--- config.mk ---
export PLATFORM = sky130hd
export DESIGN_NAME = tms_addr_sequencer
export DESIGN_NICKNAME = d
export VERILOG_FILES = /design/src/rtl/tms_seq_pkg.sv /design/src/rtl/tms_out_reg.sv /design/src/rtl/tms_addr_sequencer.sv
export SDC_FILE = /design/constraint.sdc
export NUM_CORES = 1
export LEC_CHECK = 0
export BUFFER_PORTS_ARGS = -buffer_cell sky130_fd_sc_hd__buf_4
export CORE_AREA = 2 2 84 107
export CTS_BUF_LIST = sky130_fd_sc_hd__clkbuf_8
export CTS_CLUSTER_SIZE = 8
export DETAILED_ROUTE_END_ITERATION = 8
export DIE_AREA = 0 0 86 109
export PLACE_DENSITY = 0.54
export SLEW_MARGIN = 10
export SYNTH_ARGS = -nofsm -noshare
export SYNTH_HDL_FRONTEND = slang
export SYNTH_SLANG_ARGS = --single-unit
--- constraint.sdc ---
create_clock -name clk -period 1.8 [get_ports clk]
set_clock_uncertainty 0.05 [all_clocks]
set_input_delay 0.18 -clock clk [delete_from_list [all_inputs] [get_ports clk]]
set_output_delay 0.18 -clock clk [all_outputs]
set_load 0.02 [all_outputs]
--- src/rtl/tms_seq_pkg.sv ---
// Shared types and widths for the decode-table address sequencer.
// Used by the sequencer top level and its output holding register.
package tms_seq_pkg;

  localparam int TMS_ADDR_W = 8;
  localparam int TMS_WORD_W = 16;

  typedef enum logic [1:0] {
    IDLE  = 2'd0,
    RUN   = 2'd1,
    DRAIN = 2'd2,
    DONE  = 2'd3
  } seq_state_e;

endpackage

--- src/rtl/tms_out_reg.sv ---
// Single-entry valid/ready holding register for (addr, word) pairs.
// Supports load, pass-through on accept, hold on stall, and flush.
module tms_out_reg
  import tms_seq_pkg::*;
#(
  parameter int ADDR_W = TMS_ADDR_W,
  parameter int WORD_W = TMS_WORD_W
) (
  input  logic              clk,
  input  logic              rst_n,
  input  logic              load,
  input  logic              load_vld,
  input  logic              flush,
  input  logic [ADDR_W-1:0] in_addr,
  input  logic [WORD_W-1:0] in_word,
  input  logic              out_ready,
  output logic              can_load,
  output logic              out_valid,
  output logic [ADDR_W-1:0] out_addr,
  output logic [WORD_W-1:0] out_word
);

  // A new entry may be written when the slot is empty or being emptied this cycle.
  assign can_load = !out_valid || out_ready;

  always_ff @(posedge clk or negedge rst_n) begin
    if (!rst_n) begin
      out_valid <= 1'b0;
      out_addr  <= '0;
      out_word  <= '0;
    end else if (flush) begin
      out_valid <= 1'b0;
    end else if (load) begin
      out_valid <= load_vld;
      out_addr  <= in_addr;
      out_word  <= in_word;
    end else if (out_ready) begin
      out_valid <= 1'b0;
    end
  end

endmodule

--- src/rtl/tms_addr_sequencer.sv ---
// Walks an inclusive start..end address range over the decode table and
// streams each captured (addr, word) pair downstream via valid/ready.
module tms_addr_sequencer
  import tms_seq_pkg::*;
#(
  parameter int ADDR_W    = TMS_ADDR_W,
  parameter int WORD_W    = TMS_WORD_W,
  parameter int SKIP_ZERO = 0
) (
  input  logic              clk,
  input  logic              rst_n,
  input  logic              start,
  input  logic [ADDR_W-1:0] start_addr,
  input  logic [ADDR_W-1:0] end_addr,
  input  logic              abort,
  output logic              busy,
  output logic              done,
  output logic [ADDR_W-1:0] tbl_addr,
  input  logic [WORD_W-1:0] tbl_word,
  output logic              out_valid,
  input  logic              out_ready,
  output logic [ADDR_W-1:0] out_addr,
  output logic [WORD_W-1:0] out_word
);

  seq_state_e        state;
  logic [ADDR_W-1:0] end_q;
  logic              can_load;
  logic              capture;
  logic              last_addr;
  logic              word_vld;

  assign busy      = (state != IDLE);
  assign done      = (state == DONE);
  assign capture   = (state == RUN) && can_load && !abort;
  assign last_addr = (tbl_addr == end_q);
  // Zero words still occupy a capture slot but are never presented downstream.
  assign word_vld  = (SKIP_ZERO == 0) || (tbl_word != '0);

  always_ff @(posedge clk or negedge rst_n) begin
    if (!rst_n) begin
      state    <= IDLE;
      tbl_addr <= '0;
      end_q    <= '0;
    end else if (abort) begin
      state <= IDLE;
    end else begin
      case (state)
        IDLE: begin
          if (start) begin
            tbl_addr <= start_addr;
            end_q    <= end_addr;
            state    <= RUN;
          end
        end
        RUN: begin
          if (capture) begin
            if (last_addr) state <= DRAIN;
            else            tbl_addr <= tbl_addr + {{(ADDR_W-1){1'b0}}, 1'b1};
          end
        end
        DRAIN: begin
          if (can_load) state <= DONE;
        end
        DONE:    state <= IDLE;
        default: state <= IDLE;
      endcase
    end
  end

  tms_out_reg #(
    .ADDR_W(ADDR_W),
    .WORD_W(WORD_W)
  ) u_out_reg (
    .clk      (clk),
    .rst_n    (rst_n),
    .load     (capture),
    .load_vld (word_vld),
    .flush    (abort),
    .in_addr  (tbl_addr),
    .in_word  (tbl_word),
    .out_ready(out_ready),
    .can_load (can_load),
    .out_valid(out_valid),
    .out_addr (out_addr),
    .out_word (out_word)
  );

endmodule

==> results of run 1 <==
## metal layers
layer,share of wire (%),GRT usage [%]
met2,50,19.32
met4,1.3,4.195
met3,5.8,3.179
met5,0,0
met1,43,14.97
## cell usage in the layout, fill, tap and decap left out, types with 4 or more instances in the layout
cell,count
mux2_1,11
o21ai_0,5
nor2_1,6
mux2_2,13
a21oi_1,5
buf_4,95
xor2_1,8
dfrtp_1,43
nor3_1,4
clkbuf_8,5
inv_1,4
nand2_1,26
## worst min-delay path, stage by stage
cell and delay, ns:
buf_4 0.07, nand2_1 0.04, nand2_1 0.04
## layout make-up
class	count	area share (%)
flip-flops and latches	43	34.52
multi-input cells	121	32.00
repair buffers	99	24.49
well taps	100	4.014
clock buffers	5	2.208
clock inverters	3	2.047
inverters	6	0.7226
## what timing repair did
action                                  in CTS  in global routing
hold buffers                                 2                  1
buffers inserted                             1                  1
endpoints found under the hold margin       44                  1
gates resized for setup                      6                 11
gates cloned                                 0                  0
endpoints found under the setup margin       6                 34
pin swaps                                    2                  9
## sequential cells by signal, indices dropped and copies added, names as in the netlist
name,cells
u_out_reg.out_word,16
end_q,8
tbl_addr,8
u_out_reg.out_addr,8
state,2
u_out_reg.out_valid,1
## metrics by stage
| stage | TNS, ns | util (%) | total power, mW | instances | hold slack [ns] |
|---|---|---|---|---|---|
| floorplan | -0.5098 | - | 3.281 | 175 | -0.1656 |
| global placement | -0.01471 | 34.05 | 4.534 | 364 | 0.1703 |
| detailed placement | -0.2166 | 34.05 | 4.575 | 364 | 0.1744 |
| CTS | -0.01241 | 36.41 | 5.608 | 375 | 0.0001126 |
| global route | -0.5378 | 37.04 | 5.988 | 377 | 0.003475 |
| finish | -0.06431 | 37.04 | 5.608 | 377 | 0.01449 |
## power breakdown
| part | internal, mW | leakage, nW | switching [mW] | total (mW) |
|---|---|---|---|---|
| clock network | 0.549 | 0.0695 | 0.344 | 0.893 |
| registers | 1.44 | 0.517 | 0.288 | 1.73 |
| logic | 1.42 | 0.917 | 1.56 | 2.99 |
## worst paths after layout
path	start	endpoint	slack (ns)	cells after the start
min reg2reg	u_out_reg.out_word[0]$_DFFE_PN0P_	u_out_reg.out_word[0]$_DFFE_PN0P_	0.44	1
max in group asynchronous	rst_n	u_out_reg.out_word[14]$_DFFE_PN0P_	0.94	2
max reg2reg	end_q[0]$_DFFE_PN0P_	tbl_addr[0]$_DFFE_PN0P_	-0.04	6
max	end_q[0]$_DFFE_PN0P_	tbl_addr[0]$_DFFE_PN0P_	-0.04	6
min in group asynchronous	rst_n	u_out_reg.out_word[7]$_DFFE_PN0P_	0.38	2
min	end_addr[4]	end_q[4]$_DFFE_PN0P_	0.01	3
## logic make-up after synthesis
group,Yosys count,synth area share (%)
xor+xnor,9,3.851
fa+ha+maj,5,3.056
buf+inv,11,2.628
simple gates,58,16.08
compound gates,24,8.130
mux,25,13.69
flops,43,52.57
==> results.toml, run 1 <==
[run_status]
violations = "setup timing"
outcome = "complete, but fails checks"

[setup_path]
worst_path_max_delay_cell = "dfrtp_1"
path_delay_family = "flip-flops"
cp_num_buf_inv = 1
start_kind = "flop"
crit_chain = "xor2_2 > nor4_4 > buf_4 > a21oi_4 > xor2_1 > a221o_1"
arrival_ns = 1.97
path_max_fanout = 8
crit_type = "flop to flop"
endpoint_kind = "flop"
required_ns = 1.94
cpPeakStageDelay_ns = 0.41

[job]
cap_violations = 0

[power]
power.density_mw_per_mm2 = 1799
p_leak_nw = 1.504
vdd_drop_max_v = 0.0006158

[cells_and_area]
drive_gt1_share_pct = 50.54
seq_area_mm2 = 0.001076
final_area_mm2 = 0.003117
fillers = 875
antenna_cells = 0
multi_input_area_um2 = 997.2
synthToLayoutAreaGrowth_pct = 52.26
nNetsFinal = 318

[yosys]
synth_commonest_cells = "43 x dfrtp_1, 26 x nand2_1, 13 x mux2_2"
synth_top_area_share_pct = 52.57
yosysWarningCount = 0
synth_top_area_cell = "dfrtp_1"
synth-seq-area-share_pct = 52.57
syn-num-nets = 217
ys_ff_latch = 43
yosysMostFrequentCell = "dfrtp_1"
syn_area_mm2 = 0.002047
synth_area_leaders = "dfrtp_1 53%, mux2_2 7.2%, mux2_1 6.1%"
avgSynthCellArea_um2 = 11.70
yosys.cell_types.count = 39
synthArstFlopShare_pct = 100.0
synthCells = 175
ys.flop_type = "dfrtp_1"
synth_edf_count = 0

[detailed_routing]
dr.pass1.iters = 4
drc = 0
finalWirelength_um = 5340
via_per_inst = 4.488
vias = 1692
wl_per_cell_um = 14.16
ant_nets = 0
first_iter_violations = 32

[clock_network]
numCtsBuffers = 5
htree_levels = 2
clk_latency_ns = 0.30
cts_tree = "built"
root_buffer = "clkbuf_8"
clock-sinks = 43
cts_max_path_buffers = 2
clkTransAtPathRegs_ns = 0.09

[timing]
rsz0062_at_grt = "true"
setup_ws_ns = -0.03574
fmax_mhz = 544.7
drv_slew = 0
relSlewSlack_pct = 61.68
finalCriticalPeriod_ns = 1.836
tightest_slew_ns = 0.5748
fin_crit_sh_pct = 102.0
hold_violations = 0
finalSetupViolCount = 3

[global_route]
antenna_found_initial = 0
gr-total-overflow = 0
grt_pass1_wl_um = 8404
grt_start_max_net_pins = 44
grt_pass1_vias = 1660
track_usage_pct = 11.82

[floorplan]
row_count = 38
die_h_um = 109
die_w_um = 86
core_area_mm2 = 0.008416
die_area_mm2 = 0.009374
initial_utilization_pct = 24.32
io_pins = 72

[placed_design]
numPortBuffers = 71
dpl_cell_area_mm2 = 0.002865
hpwlAfterDp_um = 3853
preCtsSetupSlack_ns = -0.08148
place.gp.congestion = 0.8538

[worst_hold_path]
min_path_type = "primary input to flop"
No activity file was read; power rests on OpenSTA's default activity.
==> run 2: changes to the inputs <==
--- a/config.mk
+++ b/config.mk
@@ -7,12 +7,11 @@
 export LEC_CHECK = 0
 export BUFFER_PORTS_ARGS = -buffer_cell sky130_fd_sc_hd__buf_4
 export CORE_AREA = 2 2 84 107
-export CTS_BUF_LIST = sky130_fd_sc_hd__clkbuf_8
+export CTS_BUF_LIST = sky130_fd_sc_hd__clkbuf_2
 export CTS_CLUSTER_SIZE = 8
 export DETAILED_ROUTE_END_ITERATION = 8
 export DIE_AREA = 0 0 86 109
 export PLACE_DENSITY = 0.54
-export SLEW_MARGIN = 10
 export SYNTH_ARGS = -nofsm -noshare
 export SYNTH_HDL_FRONTEND = slang
 export SYNTH_SLANG_ARGS = --single-unit
==> run 2 against run 1 <==
The run still ends with setup timing left; power down 1.9%; critical path depth up 1; largest cell class unchanged; combinational power up 2%; sequential power about the same; sequential share of layout area down 2.8 points; global-route usage up 0.70 points; fmax up 0.94%; non-clock buffer count up 30; highest routed layer unchanged; design area up 8.8%; first-iteration DRC count up 34%.
==> results.toml, run 2 (synthesis gave the netlist of run 1 again) <==
[power]
power.density_mw_per_mm2 = 1622
p_leak_nw = 1.617
p_total_mw = 5.499
vdd_drop_max_v = 0.0005890

[setup_path]
path_max_fanout = 8
worst_path_max_delay_cell = "dfrtp_1"
cp_num_buf_inv = 1
r2r_slack_ns = -0.02
arrival_ns = 2.08
required_ns = 2.06
rr_endpoint = "tbl_addr[3]$_DFFE_PN0P_"
crit_type = "flop to flop"
cpPeakStageDelay_ns = 0.45
start_kind = "flop"
endpoint_kind = "flop"
crit_chain = "inv_2 > ha_4 > or2b_4 > nand4b_4 > a21oi_4 > a21oi_1 > a211o_1"
path_delay_family = "compound AO/OA/AOI/OAI gates"
ff2ff_path_depth = 7
r2r-start = "state[0]$_DFFE_PN0P_"

[floorplan]
initial_utilization_pct = 24.32
die_w_um = 86
io_pins = 72
die_h_um = 109
row_count = 38
die_area_mm2 = 0.009374
core_area_mm2 = 0.008416

[clock_network]
cts_max_path_buffers = 2
root_buffer = "clkbuf_2"
htree_levels = 2
cts_tree = "built"
clock-sinks = 43
clk_latency_ns = 0.42
clkTransAtPathRegs_ns = 0.24
numCtsBuffers = 5

[cells_and_area]
multi_input_area_mm2 = 0.001010
fillers = 835
seq_area_mm2 = 0.001076
final_area_mm2 = 0.003391
synthToLayoutAreaGrowth_pct = 65.65
nNetsFinal = 348
final_core_util_pct = 40.29
layout_commonest_cell = "buf_4"
largest_register = "u_out_reg.out_word"
fin_cells = 407
mostFrequentLayoutCells = "94 x buf_4, 43 x dfrtp_1, 33 x dlygate4sd3_1, 26 x nand2_1, 13 x mux2_2"
antenna_cells = 0
largest_reg_flops = 16
drive_gt1_share_pct = 45.60

[run_status]
violations = "setup timing"
outcome = "complete, but fails checks"

[worst_hold_path]
whs_endpoint = "tbl_addr[5]$_DFFE_PN0P_"
worstHoldStart = "start_addr[5]"
min_path_type = "primary input to flop"
hold_depth = 3

[detailed_routing]
wl_per_cell_um = 13.75
via_per_inst = 4.455
first_iter_violations = 43
ant_nets = 0
dr.pass1.iters = 4
drc = 0
vias = 1813
finalWirelength_um = 5597

[placed_design]
hpwlAfterDp_um = 3853
dpl.cell_count = 364
place.gp.congestion = 0.8538
numPortBuffers = 71
dpl_cell_area_mm2 = 0.002865

[timing]
setup_ws_ns = -0.01872
finalSetupViolCount = 2
fmax_mhz = 549.8
drv_slew = 0
rsz0062_at_grt = "true"
relSlewSlack_pct = 61.66
finalCriticalPeriod_ns = 1.819
whs_ns = 0.04900
hold_violations = 0
fin_crit_sh_pct = 101.0
tightest_slew_ns = 0.5750

[global_route]
grt_start_max_net_pins = 44
grt_pass1_wl_um = 8976
gr-total-overflow = 0
antenna_found_initial = 0
track_usage_pct = 12.52
grt_pass1_vias = 1784

[job]
cap_violations = 0
[run 2: cell count changes in the layout (fill, tap and decap cells not counted)]
cell / delta
nor3_1: +1
buf_6: +1
nor3_2: -1
clkbuf_2: +6
dlygate4sd3_1: +30
clkbuf_8: -5
a211oi_4: +1
inv_1: -1
ha_4: +1
ha_2: -1
buf_4: -1
a211oi_2: -1
[run 2: how the worst max path moves through the flow]
stage	startpoint	cells past startpoint	endpoint
2_1_floorplan	state[0]$_DFFE_PN0P_	7	tbl_addr[2]$_DFFE_PN0P_
3_5_place_dp	state[0]$_DFFE_PN0P_	7	tbl_addr[0]$_DFFE_PN0P_
5_1_grt	state[0]$_DFFE_PN0P_	7	tbl_addr[0]$_DFFE_PN0P_
4_1_cts	end_q[0]$_DFFE_PN0P_	5	tbl_addr[2]$_DFFE_PN0P_
6_report	state[0]$_DFFE_PN0P_	7	tbl_addr[3]$_DFFE_PN0P_
3_3_place_gp	state[0]$_DFFE_PN0P_	7	tbl_addr[0]$_DFFE_PN0P_
[run 2: area by class of cell]
class | instances | area share, %
clock inverter | 2 | 1.771
inverter | 6 | 0.6642
sequential | 43 | 31.73
tap | 100 | 3.690
clock buffer | 6 | 0.8856
multi-input combinational | 121 | 29.78
timing repair buffer | 129 | 31.48
[run 2: timing repair]
action	in CTS	in global routing
pin swaps	9	5
buffers inserted	0	2
gates cloned	0	0
gates resized for setup	14	5
hold buffers	33	0
setup endpoints to repair	7	35
hold endpoints to repair	76	0
[run 2: power breakdown]
group / switching [mW] / internal (mW)
clock network: 0.339 / 0.380
registers: 0.289 / 1.43
logic: 1.58 / 1.47
[run 2: tightest hold or removal path, cell delays in order]
cell and delay (ns):
buf_4 0.07, o21ai_0 0.09, a21oi_2 0.15
[run 2: per-stage QoR]
stage / setup slack [ns] / TNS [ns]
floorplan: -0.06413 / -0.5098
global placement: -0.01471 / -0.01471
detailed placement: -0.08148 / -0.2166
CTS: -0.02232 / -0.04957
global route: -0.05605 / -0.5852
finish: -0.01872 / -0.02939
[run 2: routing by layer]
layer | wire, µm | vias up | GRT usage (%)
li1 | - | 873 | -
met1 | 2383 | 876 | 15.89
met2 | 2814 | 55 | 20.76
met3 | 287 | 9 | 2.801
met4 | 111 | 0 | 4.649
met5 | 0 | - | 0
